===== src/rtl/seq_pkg.sv =====
`default_nettype none
// ============================================================================
// Module      : seq_pkg
// Description : Shared state encoding for the serial sequence generator and
//               the detector bench.
// Revision    : 1.0 - initial release
// ============================================================================
package seq_pkg;

    localparam logic [1:0] SEQ_IDLE  = 2'd0;
    localparam logic [1:0] SEQ_SHIFT = 2'd1;
    localparam logic [1:0] SEQ_DONE  = 2'd2;

    typedef enum logic [1:0] {
        ST_IDLE  = SEQ_IDLE,
        ST_SHIFT = SEQ_SHIFT,
        ST_DONE  = SEQ_DONE
    } seq_state_t;

endpackage
`default_nettype wire


===== src/rtl/sequence_generator_if.sv =====
`default_nettype none
// ============================================================================
// Module      : sequence_generator_if
// Description : Request/serial-stream bundle of the sequence generator.
//               SEQ_GEN_REPEAT_EN adds the repeat_en request signal.
// Revision    : 1.0 - initial release
// ============================================================================
interface sequence_generator_if #(
    parameter int WIDTH = 32,
    parameter int LEN_W = 6
);
    import seq_pkg::*;

    logic             start;
    logic [WIDTH-1:0] data;
    logic [LEN_W-1:0] len;
`ifdef SEQ_GEN_REPEAT_EN
    logic             repeat_en;
`endif
    logic             out;
    logic             out_valid;
    logic             busy;
    logic             done;
    seq_state_t       state;

    modport master (
        output start, data, len,
`ifdef SEQ_GEN_REPEAT_EN
        output repeat_en,
`endif
        input  out, out_valid, busy, done, state
    );

    modport slave (
        input  start, data, len,
`ifdef SEQ_GEN_REPEAT_EN
        input  repeat_en,
`endif
        output out, out_valid, busy, done, state
    );

endinterface
`default_nettype wire


===== src/rtl/seq_shift_reg.sv =====
`default_nettype none
// ============================================================================
// Module      : seq_shift_reg
// Description : Left-aligning load/shift register; bit ld_len-1 of ld_data is
//               placed at the MSB, which is the serial output.
// Revision    : 1.0 - initial release
// ============================================================================
module seq_shift_reg #(
    parameter int WIDTH = 32,
    parameter int LEN_W = 6
) (
    input  logic             clk,
    input  logic             reset,
    input  logic             load,
    input  logic             shift,
    input  logic [WIDTH-1:0] ld_data,
    input  logic [LEN_W-1:0] ld_len,
    output logic             msb
);
    localparam logic [LEN_W-1:0] c_WIDTH_L = LEN_W'(WIDTH);

    logic [WIDTH-1:0] r_sr;
    logic [LEN_W-1:0] w_shamt;

    // ld_len is already clamped to 1..WIDTH, so the distance never underflows
    assign w_shamt = c_WIDTH_L - ld_len;

    always_ff @(posedge clk) begin
        if (!reset) begin
            r_sr <= '0;
        end else if (load) begin
            r_sr <= ld_data << w_shamt;
        end else if (shift) begin
            r_sr <= {r_sr[WIDTH-2:0], 1'b0};
        end
    end

    assign msb = r_sr[WIDTH-1];

endmodule
`default_nettype wire


===== src/rtl/sequence_generator.sv =====
`default_nettype none
// ============================================================================
// Module      : sequence_generator
// Description : Serial pattern transmitter, MSB-first, programmable length.
//               SEQ_GEN_REPEAT_EN enables back-to-back pattern repetition.
// Revision    : 1.0 - initial release
// ============================================================================
module sequence_generator
    import seq_pkg::*;
#(
    parameter int WIDTH = 32,
    parameter int LEN_W = 6
) (
    input  logic               clk,
    input  logic               reset,
    sequence_generator_if.slave bus
);
    localparam logic [LEN_W-1:0] c_WIDTH_L = LEN_W'(WIDTH);
    localparam logic [LEN_W-1:0] c_ONE     = LEN_W'(1);

    seq_state_t       r_state;
    seq_state_t       w_state_nxt;
    logic [LEN_W-1:0] r_cnt;
    logic [LEN_W-1:0] w_len_eff;
    logic             w_load;
    logic             w_shift;
    logic             w_reload;
    logic [WIDTH-1:0] w_ld_data;
    logic [LEN_W-1:0] w_ld_len;
    logic             w_msb;

    assign w_len_eff = (bus.len > c_WIDTH_L) ? c_WIDTH_L : bus.len;

`ifdef SEQ_GEN_REPEAT_EN
    // the shift register consumes the pattern, so keep a copy for reloads
    logic [WIDTH-1:0] r_pat;
    logic [LEN_W-1:0] r_len;

    always_ff @(posedge clk) begin
        if (!reset) begin
            r_pat <= '0;
            r_len <= '0;
        end else if (w_load) begin
            r_pat <= bus.data;
            r_len <= w_len_eff;
        end
    end

    assign w_ld_data = w_reload ? r_pat : bus.data;
    assign w_ld_len  = w_reload ? r_len : w_len_eff;
`else
    assign w_ld_data = bus.data;
    assign w_ld_len  = w_len_eff;
`endif

    always_ff @(posedge clk) begin
        if (!reset) begin
            r_state <= ST_IDLE;
            r_cnt   <= '0;
        end else begin
            r_state <= w_state_nxt;
            if (w_load || w_reload) begin
                r_cnt <= w_ld_len;
            end else if (w_shift) begin
                r_cnt <= r_cnt - c_ONE;
            end
        end
    end

    always_comb begin
        w_state_nxt = r_state;
        w_load      = 1'b0;
        w_shift     = 1'b0;
        w_reload    = 1'b0;
        case (r_state)
            ST_IDLE: begin
                if (bus.start && (bus.len != '0)) begin
                    w_load      = 1'b1;
                    w_state_nxt = ST_SHIFT;
                end
            end
            ST_SHIFT: begin
                w_shift = 1'b1;
                if (r_cnt == c_ONE) begin
`ifdef SEQ_GEN_REPEAT_EN
                    if (bus.repeat_en) begin
                        w_reload = 1'b1;
                    end else begin
                        w_state_nxt = ST_DONE;
                    end
`else
                    w_state_nxt = ST_DONE;
`endif
                end
            end
            ST_DONE: begin
                w_state_nxt = ST_IDLE;
            end
            default: begin
                w_state_nxt = ST_IDLE;
            end
        endcase
    end

    seq_shift_reg #(
        .WIDTH (WIDTH),
        .LEN_W (LEN_W)
    ) u_shift_reg (
        .clk     (clk),
        .reset   (reset),
        .load    (w_load || w_reload),
        .shift   (w_shift),
        .ld_data (w_ld_data),
        .ld_len  (w_ld_len),
        .msb     (w_msb)
    );

    // all outputs decode registered state only
    assign bus.out_valid = (r_state == ST_SHIFT);
    assign bus.out       = w_msb && (r_state == ST_SHIFT);
    assign bus.busy      = (r_state != ST_IDLE);
    assign bus.done      = (r_state == ST_DONE);
    assign bus.state     = r_state;

endmodule
`default_nettype wire


===== src/flat_wrapper.sv =====
// flat-port wrapper written by rule: the top's interface ports become plain ports
module sequence_generator_flat import seq_pkg::*;
#(
    parameter int WIDTH = 32,
    parameter int LEN_W = 6
)
  (clk, reset, bus_start, bus_data, bus_len, bus_out, bus_out_valid, bus_busy, bus_done, bus_state);
  sequence_generator_if #(.WIDTH(WIDTH), .LEN_W(LEN_W)) bus_i ();
  input  logic clk;
  input  logic reset;
  input wire logic [$bits(bus_i.start)-1:0] bus_start;
  input wire logic [$bits(bus_i.data)-1:0] bus_data;
  input wire logic [$bits(bus_i.len)-1:0] bus_len;
  output wire logic [$bits(bus_i.out)-1:0] bus_out;
  output wire logic [$bits(bus_i.out_valid)-1:0] bus_out_valid;
  output wire logic [$bits(bus_i.busy)-1:0] bus_busy;
  output wire logic [$bits(bus_i.done)-1:0] bus_done;
  output wire logic [$bits(bus_i.state)-1:0] bus_state;
  assign bus_i.start = bus_start;
  assign bus_i.data = bus_data;
  assign bus_i.len = bus_len;
  assign bus_out = bus_i.out;
  assign bus_out_valid = bus_i.out_valid;
  assign bus_busy = bus_i.busy;
  assign bus_done = bus_i.done;
  assign bus_state = bus_i.state;
  sequence_generator #(.WIDTH(WIDTH), .LEN_W(LEN_W)) u_core (.clk(clk), .reset(reset), .bus(bus_i));
endmodule

===== config.mk =====
export PLATFORM = sky130hd
export DESIGN_NAME = sequence_generator_flat
export DESIGN_NICKNAME = d
export VERILOG_FILES = /design/src/rtl/seq_pkg.sv /design/src/rtl/sequence_generator_if.sv /design/src/rtl/seq_shift_reg.sv /design/src/rtl/sequence_generator.sv /design/src/flat_wrapper.sv
export SDC_FILE = /design/constraint.sdc
export NUM_CORES = 1
export LEC_CHECK = 0
export ABC_AREA = 1
export BUFFER_PORTS_ARGS = -buffer_cell sky130_fd_sc_hd__buf_2
export CORE_MARGIN = 3
export CORE_UTILIZATION = 44
export DETAILED_ROUTE_END_ITERATION = 10
export SLEW_MARGIN = 10
export SYNTH_ARGS = -nofsm -noshare
export SYNTH_HDL_FRONTEND = slang
export SYNTH_HIERARCHICAL = 1
export SYNTH_SLANG_ARGS = --single-unit

===== constraint.sdc =====
create_clock -name clk -period 4.67 [get_ports clk]
set_clock_uncertainty 0.05 [all_clocks]
set_input_delay 0.934 -clock clk [delete_from_list [all_inputs] [get_ports clk]]
set_output_delay 0.934 -clock clk [all_outputs]
set_load 0.1 [all_outputs]

* Word-level counts from Yosys, hierarchy flattened
Cells that the tools add are included.
Word-level totals: bits in registers 40, bits in latches 0, RAM bits 0, bits in read-only memories 0, bits of input ports 41, output and inout port bits 6, logic and storage cells 30, memories kept 0
Operators by class: $add $sub $neg 2, $mul 0, divide/modulo/power cells 0, $lt $le $gt $ge 1, equal/unequal tests 5, shift operators 1, muxes and demuxes 11, bitwise logic cells 0, reduce and logical (&&, ||, !) cells 7
Operators with widths (number):
- two-way mux 32 bit | 2
- left shift 32 x 6 -> 32 bit | 1
- two-way mux 6 bit | 3
- == test 6 x 1 -> 1 bit (second input constant) | 1
- greater-than comparator 6 bit (second input constant) | 1
- nonzero test 6 bit | 1
- subtractor 6 x 1 -> 6 bit (second input constant) | 1
- subtractor 6 bit (first input constant) | 1
- two-way mux 2 bit | 2
- != test 2 x 1 -> 1 bit (second input constant) | 2
- one-hot mux 2 bit (2 select lines) | 1
- nonzero test 2 bit | 2
- two-way mux 1 bit | 3
- == test 2 x 1 -> 1 bit (second input constant) | 1
- == test 2 bit (second input constant) | 1
- logical AND 1 bit | 2
- zero test 2 bit | 1
- AND reduction 2 bit | 1

* Depth between registers and ports, before layout
Gate-level depths: netlist (run 1).
depth in word-level cells 5, depth in mapped cells 19, gate-level depth less buffers 16

* Hierarchy
Netlist (run 1), hierarchy kept.
Modules (own cells, without submodules):
- seq_shift_reg | instances 1, cells an instance 565, area each 3086.7 µm², seq. area each 640.6 µm²
- sequence_generator | instances 1, cells an instance 99, area each 606.8 µm², seq. area each 160.2 µm²

* Least setup slack after synthesis (run 1)
No wires, ideal clock.
path kind flip-flop to output port, from reg u_core.r_state[0] (netlist: u_core/bus.state[0]), to out bus_out, data arrival time 3103 ps, data required time 3686 ps, setup slack 583 ps, cell stages (with the launch flop) 5, path buffers 0, cell sequence dfxtp_1 inv_2 nor2_4 inv_4 nor2_1
Between the ends: cells in the longest elaborated chain, start to end 2
RTL lines:
- start: declaration | RTL line sequence_generator.sv:21 | seq_state_t r_state;
- start signal: assignment | RTL line sequence_generator.sv:61 | r_state <= w_state_nxt;
- == test 2 x 1 -> 1 bit
- net bus_out_valid | RTL line flat_wrapper.sv:15 | output wire logic [$bits(bus_i.out_valid)-1:0] bus_out_valid;
- logical AND 1 bit | RTL line sequence_generator.sv:120 | assign bus.out = w_msb && (r_state == ST_SHIFT);
- end: declaration | RTL line flat_wrapper.sv:14 | output wire logic [$bits(bus_i.out)-1:0] bus_out;
The timed path passes the listed nets, and every way through them passes these cells.

* Worst setup path in the final report (run 1)
from in bus_len[5], to reg u_core.u_shift_reg.r_sr[30]
Between the ends: cells in the longest elaborated chain, start to end 5, elaborated cells between the ends (all ways) 10, those cells by class add/sub (1); order compare (1); shift (1); mux (4); reduce/logical (3)
RTL lines:
- start: declaration | RTL line flat_wrapper.sv:13 | input wire logic [$bits(bus_i.len)-1:0] bus_len;
- greater-than comparator 6 bit | RTL line sequence_generator.sv:32 | assign w_len_eff = (bus.len > c_WIDTH_L) ? c_WIDTH_L : bus.len;
- two-way mux 6 bit | RTL line sequence_generator.sv:32
- net u_core.w_ld_len[0] | RTL line sequence_generator.sv:29 | logic [LEN_W-1:0] w_ld_len;
- subtractor 6 bit | RTL line seq_shift_reg.sv:26 | assign w_shamt = c_WIDTH_L - ld_len;
- left shift 32 x 6 -> 32 bit | RTL line seq_shift_reg.sv:32 | r_sr <= ld_data << w_shamt;
- two-way mux 32 bit | RTL line seq_shift_reg.sv:31 | end else if (load) begin
- end signal: assignment | RTL line seq_shift_reg.sv:32
- end signal: assignment | RTL line seq_shift_reg.sv:34 | r_sr <= {r_sr[WIDTH-2:0], 1'b0};
- end: declaration | RTL line seq_shift_reg.sv:22 | logic [WIDTH-1:0] r_sr;
The timed path passes the listed nets, and every way through them passes these cells. A chain may end at the register's enable or synchronous reset.

==> flow_summary.yaml, run 1 <==
synth:
  ys_seq_area_frac: 0.217
  synth_area_leader_cell: "nand3_1"
  async_flop_share: 0
  yosysWarningCount: 6
  synth_compound_area_frac: 0.111
  synth_top_cell_area_share: 0.248
  synth_top_family_by_area: "simple AND/OR/NAND/NOR gates"
  yosys-top-cells-area: "nand3_1 25%, dfxtp_1 22%, nand2_1 20%"
  avgSynthCellArea_um2: 5.56
  synth_enable_flop_cells: 0
  synthFlopType: "dfxtp_1"
  synth_common_cells: "197 x nand2_1, 183 x nand3_1, 53 x o21ai_0"
  synth_mux_area_frac: 0
  synthAdderAreaFrac: 0.0102
  syn_nets: 708
  synth.distinct_cells: 29
  synth_cells: 664
  synth-seq-cells: 40
  yosys.area_share.xor_xnor: 0.0112
  synth-simple-area-share: 0.545
  synth_area_um2: 3690
  yosys.cell_count.top_type: "nand2_1"
clocking:
  cts_root_buf: "clkbuf_8"
  postCtsHoldBufs: 0
  clk_pin_slew_worst_paths_ns: 0.09
  postCtsSetupBuffers: 0
  cts.sinks: 40
  cts_tree: "yes"
  clk_path_buf_depth: 2
  cts_resized: 0
  clock_latency_ns: 0.30
  htreeDepth: 2
  numCtsBuffers: 5
floorplan:
  io_pins: 47
  core-area_um2: 7930
  die_x_um: 97.6
  die_area_um2: 9530
  die_h_um: 97.6
  start_util: 0.466
  num_rows: 32
worst_setup_path:
  cp-start-kind: "input port"
  critical_path_class: "input port to flip-flop"
  worstPathRequired_ns: 4.82
  cp.arrival_ns: 3.68
  r2r-end: "u_core/u_shift_reg/r_sr[31]"
  reg2regPathDepth: 10
  critPathCaptureType: "flip-flop"
  crit_fanout: 38
  rrSetupSlack_ns: 2.52
  worstReg2RegStart: "u_core/bus.state[1]"
timing:
  timing.final.crit_share: 0.756
  finalCriticalPeriod_ns: 3.53
  fmax_mhz: 283
  finalHoldViolations: 0
  setup_viol_count_final: 0
  worst_pin_slew_ns: 0.999
  grt_setup_unrepaired: "false"
  setup_tns_ns: 0
  maxSlewHeadroom: 0.333
  worst_slack_ns: 1.14
  slew_violations: 0
placed_design:
  dp_slack_ns: 0.844
  portBuffers: 46
  dpl.hpwl_um: 8640
  gp_congestion: 0.954
route:
  drt_iter0_markers: 411
  wire_per_inst_um: 15.1
  drc: 0
  drt-vias-per-instance: 5.60
  first_pass_iters: 6
  routed_wl_um: 11800
  num_vias: 4387
  postRouteAntennaNets: 0
grt:
  grt_pass1_vias: 3782
  track_usage: 0.240
  antenna_found_initial: 0
  overflow: 0
  grt_pass1_wl_um: 18900
  grt_max_degree: 39
worst_hold_path:
  worstHoldPathType: "flip-flop to flip-flop"
  min_to: "u_core/u_shift_reg/r_sr[0]"
  hold_start: "u_core/u_shift_reg/r_sr[0]"
  hold_depth: 2
power:
  p_per_area_nw_per_um2: 304
  vdd_drop_max_mv: 0.167
  power_mw: 1.22
  power_leakage_nw: 1.99
finish:
  nFillCells: 893
  layout-drive-gt1-share: 0.122
  nets: 725
  diodes: 0
  seq_area_um2: 801
  area_delta_synth_final_pct: 8.27
  multi_input_area_um2: 2510
run_status:
  status: "complete, no violations"
flow_run:
  cap_violations: 0
## critical path, cell delays in order
cell	delay, ns
buf_2	0.19
nor2_2	0.07
inv_2	0.44
ha_1	0.35
inv_1	0.73
nand3_1	0.21
nand2_1	0.12
nand2_1	0.05
nand2_1	0.14
nand2_1	0.08
nand3_1	0.15
nand3_1	0.09
nand2_1	0.06
inv_1	0.04
## cells in the final DEF, fill, tap and decap left out, drive strengths merged
cell	n
nand2	201
nand3	186
o21ai	54
nor2	54
buf	50
inv	48
dfxtp	40
a21oi	28
clkbuf	6
nand4	5
ha	3
xor2	2
clkinv	1
bufinv	1
nor3	1
or2	1
xnor2	1
## registers in the layout, indices dropped and copies added (netlist names)
name,cells
u_core/r_cnt,6
u_core/u_shift_reg/r_sr,32
u_core/bus.state,2
## through the flow
step / instance area, um^2 / hold WS, ns / cells / util
floorplan: 3690 / 0.390 / 664 / -
global placement: 3880 / 0.410 / 776 / 0.489
detailed placement: 3880 / 0.411 / 776 / 0.489
CTS: 4000 / 0.425 / 784 / 0.504
global route: 4000 / 0.467 / 784 / 0.504
finish: 4000 / 0.424 / 784 / 0.504
## kinds of logic (layout without fill, tap and decap cells)
family,after synthesis,after routing
AND/OR/NAND/NOR,448,448
AO/OA/AOI/OAI,82,82
XOR/XNOR,3,3
adder cells (fa/ha/maj),3,3
flip-flops,40,40
buffers and inverters,88,106
## area by class of cell
| type | count | share of cell area |
|---|---|---|
| Inverter | 48 | 0.0457 |
| Multi-Input combinational cell | 536 | 0.627 |
| Sequential cell | 40 | 0.200 |
| Clock inverter | 2 | 0.00970 |
| Tap cell | 102 | 0.0319 |
| Timing Repair Buffer | 50 | 0.0651 |
| Clock buffer | 6 | 0.0207 |
## worst max-delay path by stage
stage                                   start                          end  slack [ns]  cells past startpoint
after floorplan           u_core/bus.state[0]                      bus_out        0.58                      4
after global placement             bus_len[5]  u_core/u_shift_reg/r_sr[30]        0.90                     14
after detailed placement           bus_len[5]  u_core/u_shift_reg/r_sr[30]        0.84                     14
after CTS                          bus_len[5]  u_core/u_shift_reg/r_sr[30]        1.15                     14
after global routing               bus_len[5]  u_core/u_shift_reg/r_sr[29]        0.86                     12
final                              bus_len[5]  u_core/u_shift_reg/r_sr[30]        1.14                     14
## where the power goes
| group | switching, mW | total [mW] | internal, mW |
|---|---|---|---|
| logic | 0.355 | 0.508 | 0.153 |
| clock network | 0.135 | 0.310 | 0.175 |
| registers | 0.0198 | 0.398 | 0.379 |
## layer usage
metal,up-vias,GRT usage,wire (um)
met5,-,0,0
met1,1979,0.337,5470
met4,0,0.0809,332
met2,155,0.370,5290
li1,2231,-,-
met3,22,0.0388,714
Power figures use the tool's default switching activity.
==> inputs of run 2 (changes only) <==
clock period = 3.4 ns   (was 4.67 ns; I/O delays follow)
==> flow_summary.yaml, run 2 (synthesis results as in run 1) <==
run_status:
  status: "complete, no violations"
grt:
  grt_max_degree: 38
  antenna_found_initial: 0
  track_usage: 0.240
  grt_pass1_vias: 3950
  grt_pass1_wl_um: 19200
  overflow: 0
floorplan:
  start_util: 0.466
  die_area_um2: 9530
  die_h_um: 97.6
  io_pins: 47
  core-area_um2: 7930
  num_rows: 32
  die_x_um: 97.6
route:
  wire_per_inst_um: 14.6
  drc: 0
  first_pass_iters: 6
  drt-vias-per-instance: 5.55
  num_vias: 4359
  routed_wl_um: 11500
  drt_iter0_markers: 333
  postRouteAntennaNets: 0
finish:
  diodes: 0
  multi_input_area_um2: 2510
  nFillCells: 891
  final_core_util: 0.502
  layout-drive-gt1-share: 0.126
  mostFrequentLayoutCells: "197 x nand2_1, 183 x nand3_1, 53 x o21ai_0"
  area_delta_synth_final_pct: 7.83
  nets: 727
  seq_area_um2: 801
  final_common_cell: "nand2_1"
  largest-register: "u_core/u_shift_reg/r_sr"
  largest_reg_flops: 32
worst_setup_path:
  cp_slowest_cell: "buf_4"
  reg2regPathDepth: 9
  cp.arrival_ns: 2.72
  crit_fanout: 29
  critical_path_class: "input port to flip-flop"
  slowest_delay_ns: 0.33
  cp_cell_sequence: "buf_2, nor2_1, inv_1, ha_1, inv_1, nand2_1, nand2_2, buf_4, nand3_1, nand3_1, nand3_1, nand3_1, nand2_1, inv_1"
  worst-path-stages: 14
  critPathCaptureType: "flip-flop"
  worstPathRequired_ns: 3.60
  path_common_cell: "nand3_1"
  critPathBufInv: 5
  crit_family: "simple AND/OR/NAND/NOR gates"
  cp-start-kind: "input port"
flow_run:
  cap_violations: 0
clocking:
  postCtsHoldBufs: 0
  clk_path_buf_depth: 2
  clk_pin_slew_worst_paths_ns: 0.08
  postCtsSetupBuffers: 0
  cts_root_buf: "clkbuf_8"
  cts_resized: 0
  htreeDepth: 2
  cts_tree: "yes"
  numCtsBuffers: 5
  cts.sinks: 40
  clock_latency_ns: 0.29
power:
  swShare: 0.441
  seqPwrFrac: 0.350
  vdd_drop_max_mv: 0.196
  power_mw: 1.57
  power_leakage_nw: 1.98
  p_comb_frac: 0.446
  pwr-share-clk: 0.204
  intPower_uw: 876
  p_sw_uw: 691
  p_per_area_nw_per_um2: 393
placed_design:
  portBuffers: 46
  gp_congestion: 0.863
  dpl.hpwl_um: 8600
  dp_slack_ns: 0.609
timing:
  maxSlewHeadroom: 0.404
  worst_pin_slew_ns: 0.893
  setup_viol_count_final: 0
  slew_violations: 0
  finalCriticalPeriod_ns: 2.52
  setup_tns_ns: 0
  finalHoldViolations: 0
  grt_setup_unrepaired: "false"
  timing.final.crit_share: 0.742
  fmax_mhz: 396
  worst_slack_ns: 0.877
worst_hold_path:
  hold_depth: 2
  worstHoldPathType: "flip-flop to flip-flop"
[run 2: cell types whose count changed in the layout (fill, tap and decap cells not counted)]
| cell | change |
|---|---|
| buf_4 | +2 |
| clkinv_2 | +2 |
| bufinv_16 | -1 |
| clkbuf_8 | -1 |
| nor2_1 | -1 |
| nor2_2 | +1 |
[run 2: per-layer routing]
metal  GRT usage  wire length (um)  vias up  part of all wire
met5           0                 0        -                 0
met4      0.0554               218        0             0.019
met3      0.0323               548       16             0.048
met2       0.412              5590      149              0.49
met1       0.319              5140     1961              0.45
li1            -                 -     2233                 -
[run 2: worst paths after layout]
kind | from | end | slack (ns)
worst min-delay path | u_core/u_shift_reg/r_sr[0] | u_core/u_shift_reg/r_sr[0] | 0.43
worst min register to register | u_core/u_shift_reg/r_sr[0] | u_core/u_shift_reg/r_sr[0] | 0.43
worst max register to register | u_core/bus.state[1] | u_core/u_shift_reg/r_sr[11] | 1.25
worst max-delay path | bus_len[5] | u_core/u_shift_reg/r_sr[26] | 0.88
[run 2: layout make-up]
type,instances,area share
Multi-Input combinational cell,536,0.630
Sequential cell,40,0.201
Timing Repair Buffer,52,0.0691
Inverter,48,0.0459
Tap cell,102,0.0320
Clock buffer,5,0.0173
Clock inverter,3,0.00471
[run 2: power by group through the flow]
stage / clock [mW] / sequential, mW / combinational, mW
floorplan: 0 / 0.560 / 0.528
global route: 0.346 / 0.554 / 0.791
finish: 0.319 / 0.548 / 0.699
global placement: 0 / 0.556 / 0.687
detailed placement: 0 / 0.558 / 0.692
CTS: 0.324 / 0.547 / 0.695
[run 2: worst reg2reg max path, delay by kind of cell, from the launching register on]
family,cells,cell delay [ns]
flip-flops,1,0.35
buffers and inverters,3,0.89
AO/OA/AOI/OAI,2,0.34
AND/OR/NAND/NOR,4,0.46
[run 2: through the flow]
step	instances	hold slack (ns)	cell area, um^2
6_report	786	0.426	3980
5_1_grt	786	0.489	3980
4_1_cts	786	0.431	3980
3_5_place_dp	778	0.419	3890
3_3_place_gp	778	0.410	3890
2_1_floorplan	664	0.390	3700
==> inputs of run 3 (changes only) <==
ABC_AREA = 0   (was 1)
PLACE_DENSITY = 0.65   (was not set)
clock period = 2.05 ns   (was 3.4 ns; I/O delays follow)
==> flow_summary.yaml, run 3 <==
run_status:
  status: "complete, but fails checks"
  violations: "negative setup slack"
power:
  power_leakage_nw: 2.50
  vdd_drop_max_mv: 0.243
  seqPwrFrac: 0.267
  p_comb_frac: 0.571
  power_mw: 3.40
  pwr-share-clk: 0.161
  intPower_mw: 2.04
  p_sw_mw: 1.36
  p_per_area_nw_per_um2: 565
  swShare: 0.399
worst_setup_path:
  slowest_delay_ns: 0.54
  cp_slowest_cell: "mux4_2"
  cp.arrival_ns: 2.54
  worstPathRequired_ns: 2.21
  cp-start-kind: "input port"
  critical_path_class: "input port to flip-flop"
  cp_cell_sequence: "buf_8, and2b_2, inv_2, ha_4, buf_12, buf_12, mux4_2, mux4_2, nand2_1, nand2_1"
  crit_family: "multiplexers"
  critPathCaptureType: "flip-flop"
  crit_fanout: 6
  critPathBufInv: 4
floorplan:
  num_rows: 34
  die_h_um: 102
  start_util: 0.459
  io_pins: 47
  core-area_um2: 8850
  die_area_um2: 10400
  die_x_um: 102
route:
  routed_wl_um: 14600
  drc: 0
  postRouteAntennaNets: 0
  first_pass_iters: 5
  drt_iter0_markers: 273
  wire_per_inst_um: 19.5
  num_vias: 4637
  drt-vias-per-instance: 6.21
grt:
  grt_pass1_vias: 4423
  overflow: 0
  grt_max_degree: 27
  grt_pass1_wl_um: 23200
  track_usage: 0.281
  antenna_found_initial: 0
synth:
  ys_seq_area_frac: 0.197
  synth_area_um2: 4070
  yosys.cell_count.top_type: "o21ai_0"
  avgSynthCellArea_um2: 8.28
  synth_enable_flop_cells: 0
  async_flop_share: 0
  synth.distinct_cells: 85
  synthFlopType: "dfxtp_1"
  yosys-top-cells-area: "dfxtp_1 20%, mux4_2 12%, o21ai_0 7.6%"
  synth-seq-cells: 40
  synth_area_leader_cell: "dfxtp_1"
  synth_top_cell_area_share: 0.197
  synth_common_cells: "62 x o21ai_0, 54 x nand2_1, 40 x dfxtp_1"
  synth_cells: 491
  yosysWarningCount: 6
  syn_nets: 535
finish:
  layout-drive-gt1-share: 0.493
  nets: 682
  multi_input_area_um2: 3440
  largest-register: "u_core/u_shift_reg/r_sr"
  diodes: 0
  area_delta_synth_final_pct: 48.1
  mostFrequentLayoutCells: "106 x buf_4, 49 x nand2_1, 45 x o21ai_0"
  seq_area_um2: 806
  largest_reg_flops: 32
  final_common_cell: "buf_4"
  nFillCells: 715
timing:
  fmax_mhz: 420
  finalHoldViolations: 0
  setup_tns_ns: -7.72
  grt_setup_unrepaired: "true"
  slew_violations: 0
  timing.final.crit_share: 1.16
  finalCriticalPeriod_ns: 2.38
  worst_pin_slew_ns: 0.552
  setup_viol_count_final: 32
  maxSlewHeadroom: 0.629
  worst_slack_ns: -0.332
placed_design:
  portBuffers: 46
  gp_congestion: 0.974
  dpl.hpwl_um: 10500
clocking:
  numCtsBuffers: 5
  clk_pin_slew_worst_paths_ns: 0.09
  cts_root_buf: "clkbuf_8"
  cts.sinks: 40
  clk_path_buf_depth: 2
  postCtsHoldBufs: 0
  htreeDepth: 2
  cts_tree: "yes"
  clock_latency_ns: 0.31
worst_hold_path:
  worstHoldPathType: "input port to flip-flop"
flow_run:
  cap_violations: 0
## run 3: per-stage QoR
stage / hold WS, ns / std cells / area (um^2) / utilization / setup WS, ns
2_1_floorplan: 0.412 / 491 / 4290 / - / -0.812
3_3_place_gp: 0.424 / 714 / 5240 / 0.592 / -0.785
3_5_place_dp: 0.434 / 714 / 5240 / 0.592 / -0.815
4_1_cts: 0.387 / 741 / 5840 / 0.660 / -0.344
5_1_grt: 0.414 / 747 / 6020 / 0.680 / -0.397
6_report: 0.387 / 747 / 6020 / 0.680 / -0.332
## run 3: kinds of logic (layout without fill, tap and decap cells)
group / after synthesis / in the layout / synth area share
AOI/OAI and AO/OA: 169 / 169 / 0.285
xor gates and xnor gates: 4 / 4 / 0.0123
adders and majority gates: 3 / 3 / 0.00923
buffers and inverters: 56 / 204 / 0.0680
DFF: 40 / 40 / 0.197
muxes: 67 / 67 / 0.241
and+or+nand+nor: 152 / 152 / 0.187
## run 3: worst paths after layout
check | endpoint | startpoint | slack [ns] | cells after the start
setup reg to reg | u_core/u_shift_reg/r_sr[28] | u_core/bus.state[0] | -0.23 | 8
hold reg to reg | u_core/r_cnt[3] | u_core/r_cnt[3] | 0.44 | 1
setup / recovery | u_core/u_shift_reg/r_sr[16] | bus_len[5] | -0.33 | 10
hold / removal | u_core/u_shift_reg/r_sr[15] | reset | 0.39 | 3
## run 3: layout make-up
cell class	instances	area share
inverters	17	0.0156
flip-flops and latches	40	0.134
repair buffers	179	0.242
clock buffers	5	0.0114
multi-input cells	395	0.571
clock inverters	3	0.00374
well taps	108	0.0224
## run 3: repair_timing
item,in CTS,in global routing
gates cloned,1,1
hold endpoints to repair,0,0
pin swaps,33,20
buffers inserted,20,6
resized for setup,90,30
setup endpoints to repair,33,33
## run 3: worst reg2reg max path: stages, from the launching register on
cell,delay [ns]
dfxtp_4,0.36
nor3b_4,0.26
o31ai_4,0.12
inv_4,0.11
or4b_1,0.43
o32a_1,0.22
and2_1,0.22
or3_1,0.37
nand3_1,0.08
## run 3: metal layers
layer	global-route usage	vias to the layer above	wire length (um)
met3	0.0369	42	1010
met1	0.376	2199	6070
li1	-	2165	-
met2	0.451	231	6830
met4	0.131	0	683
met5	0	-	0
## run 3: power groups by stage
stage               Sequential [mW]  Clock [mW]  Combinational [mW]
floorplan                     0.933           0                1.01
global placement              0.920           0                1.57
detailed placement            0.923           0                1.60
CTS                           0.907       0.554                1.82
global route                  0.920       0.584                2.06
finish                        0.909       0.549                1.94
